===== config.mk =====
export PLATFORM = sky130hd
export DESIGN_NAME = jesd_tx_link_ctrl
export DESIGN_NICKNAME = d
export VERILOG_FILES = /design/src/rtl/jesd_tx_pkg.sv /design/src/rtl/jesd_sync_monitor.sv /design/src/rtl/jesd_tx_link_ctrl.sv
export SDC_FILE = /design/constraint.sdc
export NUM_CORES = 1
export LEC_CHECK = 0
export CAP_MARGIN = 20
export CORE_MARGIN = 1
export CORE_UTILIZATION = 43
export CTS_CLUSTER_DIAMETER = 30
export DETAILED_ROUTE_END_ITERATION = 16
export PLACE_DENSITY_LB_ADDON = 0.2
export REMOVE_ABC_BUFFERS = 1
export SYNTH_ARGS = -nofsm -noshare
export SYNTH_HDL_FRONTEND = slang
export SYNTH_SLANG_ARGS = --single-unit

===== constraint.sdc =====
create_clock -name clk -period 5.8 [get_ports clk]
set_input_delay 0.87 -clock clk [delete_from_list [all_inputs] [get_ports clk]]
set_output_delay 0.87 -clock clk [all_outputs]
set_load 0.02 [all_outputs]

===== src/rtl/jesd_tx_pkg.sv =====
// Shared encodings and helpers for the JESD204 transmit link controller.
// Holds link states, per-lane mux selects, the ILA minimum and the Kmin lookup.
package jesd_tx_pkg;

  typedef enum logic [1:0] {
    ST_SYNC      = 2'd0,
    ST_INIT_LANE = 2'd1,
    ST_DATA_ENC  = 2'd2
  } link_state_e;

  localparam logic [1:0] MUX_DATA = 2'd0;
  localparam logic [1:0] MUX_K    = 2'd1;
  localparam logic [1:0] MUX_ILA  = 2'd2;
  localparam logic [1:0] MUX_IDLE = 2'd3;

  localparam logic [7:0] ILA_MIN_MF = 8'd4;

  // Minimum number of K frames before ILA may start, indexed by octets-per-frame minus 1.
  function automatic logic [3:0] kmin_lookup(input logic [7:0] f_m1);
    logic [3:0] k;
    if (f_m1 == 8'd0)      k = 4'd10;
    else if (f_m1 == 8'd1) k = 4'd6;
    else if (f_m1 <= 8'd3) k = 4'd4;
    else if (f_m1 <= 8'd7) k = 4'd3;
    else                   k = 4'd2;
    return k;
  endfunction

  function automatic logic [1:0] state_mux(input link_state_e s);
    logic [1:0] m;
    case (s)
      ST_SYNC:      m = MUX_K;
      ST_INIT_LANE: m = MUX_ILA;
      ST_DATA_ENC:  m = MUX_DATA;
      default:      m = MUX_K;
    endcase
    return m;
  endfunction

endpackage


===== src/rtl/jesd_sync_monitor.sv =====
// Watches SYNC~ while the link is in data mode: counts consecutive low frames
// and flags error-report pulses (short lows that end before the resync limit).
module jesd_sync_monitor
  import jesd_tx_pkg::*;
#(
  parameter int RESYNC_FRAMES = 5
) (
  input  logic clk,
  input  logic rst,
  input  logic active,
  input  logic frame_clk,
  input  logic sync_n,
  output logic resync_req,
  output logic err_report
);

  localparam logic [3:0] RESYNC_LIM  = 4'(RESYNC_FRAMES);
  localparam logic [3:0] RESYNC_LAST = 4'(RESYNC_FRAMES - 1);

  logic [3:0] low_cnt;
  logic       sync_n_q;
  logic       frame_low;
  logic       rise;

  assign frame_low  = active && frame_clk && !sync_n;
  assign rise       = sync_n && !sync_n_q;
  // Resync fires combinationally on the frame strobe that completes the low run.
  assign resync_req = frame_low && (low_cnt == RESYNC_LAST);

  always_ff @(posedge clk) begin
    if (rst) begin
      sync_n_q   <= 1'b1;
      low_cnt    <= 4'd0;
      err_report <= 1'b0;
    end else begin
      sync_n_q   <= sync_n;
      err_report <= active && rise && (low_cnt < RESYNC_LIM);
      if (!active || resync_req || rise) begin
        low_cnt <= 4'd0;
      end else if (frame_low) begin
        low_cnt <= low_cnt + 4'd1;
      end
    end
  end

endmodule


===== src/rtl/jesd_tx_link_ctrl.sv =====
// JESD204 transmit link controller: CGS (K chars), ILA sequence, then user data,
// with SYNC~-driven re-initialisation and per-lane output select.
module jesd_tx_link_ctrl
  import jesd_tx_pkg::*;
#(
  parameter int L             = 4,
  parameter int SUBCLASS      = 1,
  parameter int RESYNC_FRAMES = 5
) (
  input  logic           clk,
  input  logic           rst,
  input  logic           i_frame_clk,
  input  logic           i_lmfc_clk,
  input  logic           i_sync_n,
  input  logic [L-1:0]   i_lane_en,
  input  logic [7:0]     i_F,
  input  logic [7:0]     i_ila_multiframe_length,
  output logic [2*L-1:0] o_link_mux,
  output logic [1:0]     o_state,
  output logic [7:0]     o_ila_mf_idx,
  output logic           o_ila_cfg_mf,
  output logic           o_err_report,
  output logic [7:0]     o_resync_cnt
);

  link_state_e state_q;
  link_state_e state_d;
  logic [7:0]  idx_d;
  logic [7:0]  f_q;
  logic [7:0]  ila_len_q;
  logic [7:0]  ila_last;
  logic [3:0]  kcnt_q;
  logic [3:0]  kmin;
  logic        start_strobe;
  logic        resync_req;

  assign o_state      = state_q;
  assign kmin         = kmin_lookup(f_q);
  assign start_strobe = (SUBCLASS == 1) ? i_lmfc_clk : i_frame_clk;
  // Index of the final ILA multiframe: max(len, ILA_MIN_MF-1), avoids the 8-bit N overflow.
  assign ila_last     = (ila_len_q < (ILA_MIN_MF - 8'd1)) ? (ILA_MIN_MF - 8'd1) : ila_len_q;

  jesd_sync_monitor #(
    .RESYNC_FRAMES(RESYNC_FRAMES)
  ) u_sync_monitor (
    .clk        (clk),
    .rst        (rst),
    .active     (state_q == ST_DATA_ENC),
    .frame_clk  (i_frame_clk),
    .sync_n     (i_sync_n),
    .resync_req (resync_req),
    .err_report (o_err_report)
  );

  always_comb begin
    state_d = ST_SYNC;
    idx_d   = 8'd0;
    case (state_q)
      ST_SYNC: begin
        if (start_strobe && i_sync_n && (kcnt_q >= kmin)) state_d = ST_INIT_LANE;
        else                                              state_d = ST_SYNC;
      end
      ST_INIT_LANE: begin
        if (!i_sync_n) begin
          state_d = ST_SYNC;
        end else if (i_lmfc_clk) begin
          if (o_ila_mf_idx == ila_last) begin
            state_d = ST_DATA_ENC;
          end else begin
            state_d = ST_INIT_LANE;
            idx_d   = o_ila_mf_idx + 8'd1;
          end
        end else begin
          state_d = ST_INIT_LANE;
          idx_d   = o_ila_mf_idx;
        end
      end
      ST_DATA_ENC: state_d = resync_req ? ST_SYNC : ST_DATA_ENC;
      default:     state_d = ST_SYNC;
    endcase
  end

  always_ff @(posedge clk) begin
    if (rst) begin
      state_q      <= ST_SYNC;
      o_link_mux   <= {L{MUX_K}};
      o_ila_mf_idx <= 8'd0;
      o_ila_cfg_mf <= 1'b0;
      o_resync_cnt <= 8'd0;
      kcnt_q       <= 4'd0;
      f_q          <= i_F;
      ila_len_q    <= i_ila_multiframe_length;
    end else begin
      state_q      <= state_d;
      o_ila_mf_idx <= idx_d;
      o_ila_cfg_mf <= (state_d == ST_INIT_LANE) && (idx_d == 8'd1);
      for (int n = 0; n < L; n++) begin
        o_link_mux[2*n +: 2] <= i_lane_en[n] ? state_mux(state_d) : MUX_IDLE;
      end
      if ((state_q == ST_DATA_ENC) && resync_req && (o_resync_cnt != 8'hFF)) begin
        o_resync_cnt <= o_resync_cnt + 8'd1;
      end
      // Link parameters are only sampled when (re)entering SYNC.
      if ((state_d == ST_SYNC) && (state_q != ST_SYNC)) begin
        f_q       <= i_F;
        ila_len_q <= i_ila_multiframe_length;
      end
      if ((state_q != ST_SYNC) || !i_sync_n || (state_d != ST_SYNC)) begin
        kcnt_q <= 4'd0;
      end else if (i_frame_clk && (kcnt_q != 4'hF)) begin
        kcnt_q <= kcnt_q + 4'd1;
      end
    end
  end

endmodule


==> results.md <==
- Async S/R FF share, synth: 0%
- Startpoint Class: primary input
- Initial antenna violation count: 0
- Die height: 77.9 µm
- R2R cell count: 11
- CTS Buf Count: 5
- PwrDens: 211 mW/mm²
- Crit path launch: i_lmfc_clk
- First-pass detailed-route iteration total: 4
- Hold Crit Class: reg -> reg
- CTS clk-pin slew, worst paths: ~90 ps
- Mean Syn Cell Area: approximately 10 µm²
- Slew Viols, Final: 0
- Most used DFF post-synth: dfxtp_1
- Ys Warns: 0
- Hold depth: 1
- I/O pin cnt: 53
- Seq/Total Area, Yosys: 49.3%
- Worst flop-to-flop path endpoint: ila_len_q[2]
- GR Util All Layers: 15.9%
- Cts hold-fix bufs: 0
- Worst reg2reg setup slack: 2440 ps
- Fin crit share: a little over 60%
- H-tree depth: 2
- Maxcap violations: 0
- Hold Path Origin: u_sync_monitor.low_cnt[3]
- F_max: 0.279 GHz
- Global-route wire length before repair: 7610 µm
- Die area: 0.00607 mm²
- Pin count of the biggest net entering global routing: 21
- Final net count: 321
- Outcome: finished clean
- Setup TNS: 0 ps
- Initial Utilization: ~45%
- Unique masters post-synth: 47
- Vias: about 1900
- Pleak: between 0.001 and 0.0015 µW
- Root Buffer: clkbuf_8
- DR iter-0 viols: 49
- Area Overhead vs Synth: 25.8%
- Fin. Hold Viols: 0
- Clock Latency Late Sink: 300 ps
- Die width: 77.9 µm
- Hpwl dp: 3200 µm
- Tmin final: 3580 ps
- Setup Buffers After CTS: 0
- Dpl ws: 1930 ps
- DRC viols: 0
- Register bit total from synthesis: 53
- Bufs on Longest Clock Path: 2
- Layout cells sized above 1: 5.94%
- Final Util: a little under three fifths
- Crit path required time: 5740 ps
- Hold EP: u_sync_monitor.err_report
- Post-route antenna net violation count: 0
- Routed wire length per instance: approximately 12 µm
- CTS-repair resized insts: 0
- Unrepaired setup endpoints after global routing: false
- Reg2Reg Launch Point: f_q[3]
- Final GP Congestion: roughly 0.76
- Worst Clk Skew: between 8 and 9 ps
- Sink Count: 53
- Site Rows: 27
- WP data arrival: 3520 ps
- Worst setup EP type: flop
- Antenna diodes: 0
- Crit path max fanout: 16
- Peak supply drop: 0.121 mV
- Grt ovf: 0
- CTS tree: built
- Post-synth EDFFs: 16
- Final setup margin: between 2000 and 2500 ps
- Worst Setup Path Type: in -> reg
- Slew HR: roughly a third
- Routed WL: roughly 4400 µm
- Via density: 5.37
- Worst slew pin tran: 991 ps
- Port-buffer cells: 52
- Final setup vio count: 0
- Synthesized area: 0.00248 mm²
- Instance count of the mapped netlist: about 240
- Core Area: about 0.0055 mm²
- Vias in the first global route: 1708
==> cell families after synthesis <==
kind of cell / Yosys count / share of synthesized area [%]
and+or+nand+nor: 84 / 18.7
buffers and inverters: 19 / 3.84
muxes: 2 / 0.809
adders and majority gates: 11 / 5.56
DFF: 53 / 49.3
AOI/OAI and AO/OA: 47 / 13.6
xor gates and xnor gates: 23 / 8.14
==> metal layers <==
layer / vias up / track usage [%] / routed length (µm)
met5: - / 0 / 0
met4: 0 / 6.23 / 70
met2: 56 / 26.9 / 2120
met1: 897 / 19.0 / 1970
li1: 961 / - / -
met3: 8 / 4.24 / 228
==> synthesized netlist by cell type, drive strengths merged (7+ instances only) <==
master	instances	area share, %
xor2	11	3.9
buf	7	2.0
nand2	15	2.3
nor2	18	2.7
ha	11	5.6
o21ai	7	1.4
a211oi	8	2.6
a21oi	15	3.0
dfxtp	37	30
nand3	12	2.4
xnor2	12	4.2
edfxtp	16	19
==> flip-flops by register name, summed over array words and instances (netlist names), 2 cells and up <==
signal	flops
f_q	8
ila_len_q	8
kcnt_q	4
o_ila_mf_idx	8
o_link_mux	8
o_resync_cnt	8
o_state	2
u_sync_monitor.low_cnt	4
==> how the worst max path moves through the flow <==
stage	to	slack (ps)	cells past startpoint
after floorplan	f_q[0]	2800	10
after global placement	ila_len_q[2]	1940	7
after detailed placement	ila_len_q[2]	1930	7
after CTS	ila_len_q[2]	2230	7
after global routing	ila_len_q[3]	2010	7
final	ila_len_q[2]	2220	7
==> worst max-delay path: stages <==
cell	delay, ps
clkdlybuf4s50_1	690
nand4_1	170
a211oi_2	730
a31o_2	270
ha_1	170
o21ai_0	80
nand2b_1	520
==> per-stage QoR <==
step / std cells / power (µW) / hold slack, ps / instance area [µm²]
after global routing: 358 / 685 / 502 / 3120
after detailed placement: 350 / 444 / 463 / 3010
final: 358 / 656 / 469 / 3120
after floorplan: 226 / 418 / 434 / 2400
after global placement: 350 / 444 / 467 / 3010
after CTS: 358 / 665 / 479 / 3120
==> power breakdown <==
group	internal [µW]	leakage (µW)	switching, µW
Combinational	23.0	0.000533	17.3
Clock	108	0.0000542	113
Sequential	391	0.000456	3.82
==> layout by cell type (no fill, tap or decap), drive strengths merged, types with 2 or more instances in the layout <==
cell,netlist,routed
clkdlybuf4s50,0,52
dfxtp,37,37
nor2,18,18
edfxtp,16,16
nand2,15,15
a21oi,15,15
xnor2,12,12
nand3,12,12
xor2,11,11
ha,11,11
a211oi,8,8
o21ai,7,7
clkbuf,6,7
inv,6,6
nor3b,5,5
nand4,4,4
or4,4,4
or3,4,4
a31oi,3,3
nand2b,3,3
and3,3,3
o31ai,3,3
a31o,2,2
nor3,2,2
and2,2,2
and4,2,2
nor4b,2,2
a311oi,2,2
mux2i,2,2
nor2b,2,2
==> layout make-up <==
type,instances,area [µm²]
flip-flops and latches,53,1220
inverters,6,22.5
clock inverters,1,5.00
well taps,72,90.1
clock buffers,7,96.3
fillers,503,2420
multi-input cells,167,1160
repair buffers,52,520
(Power assumes the default switching activity.)
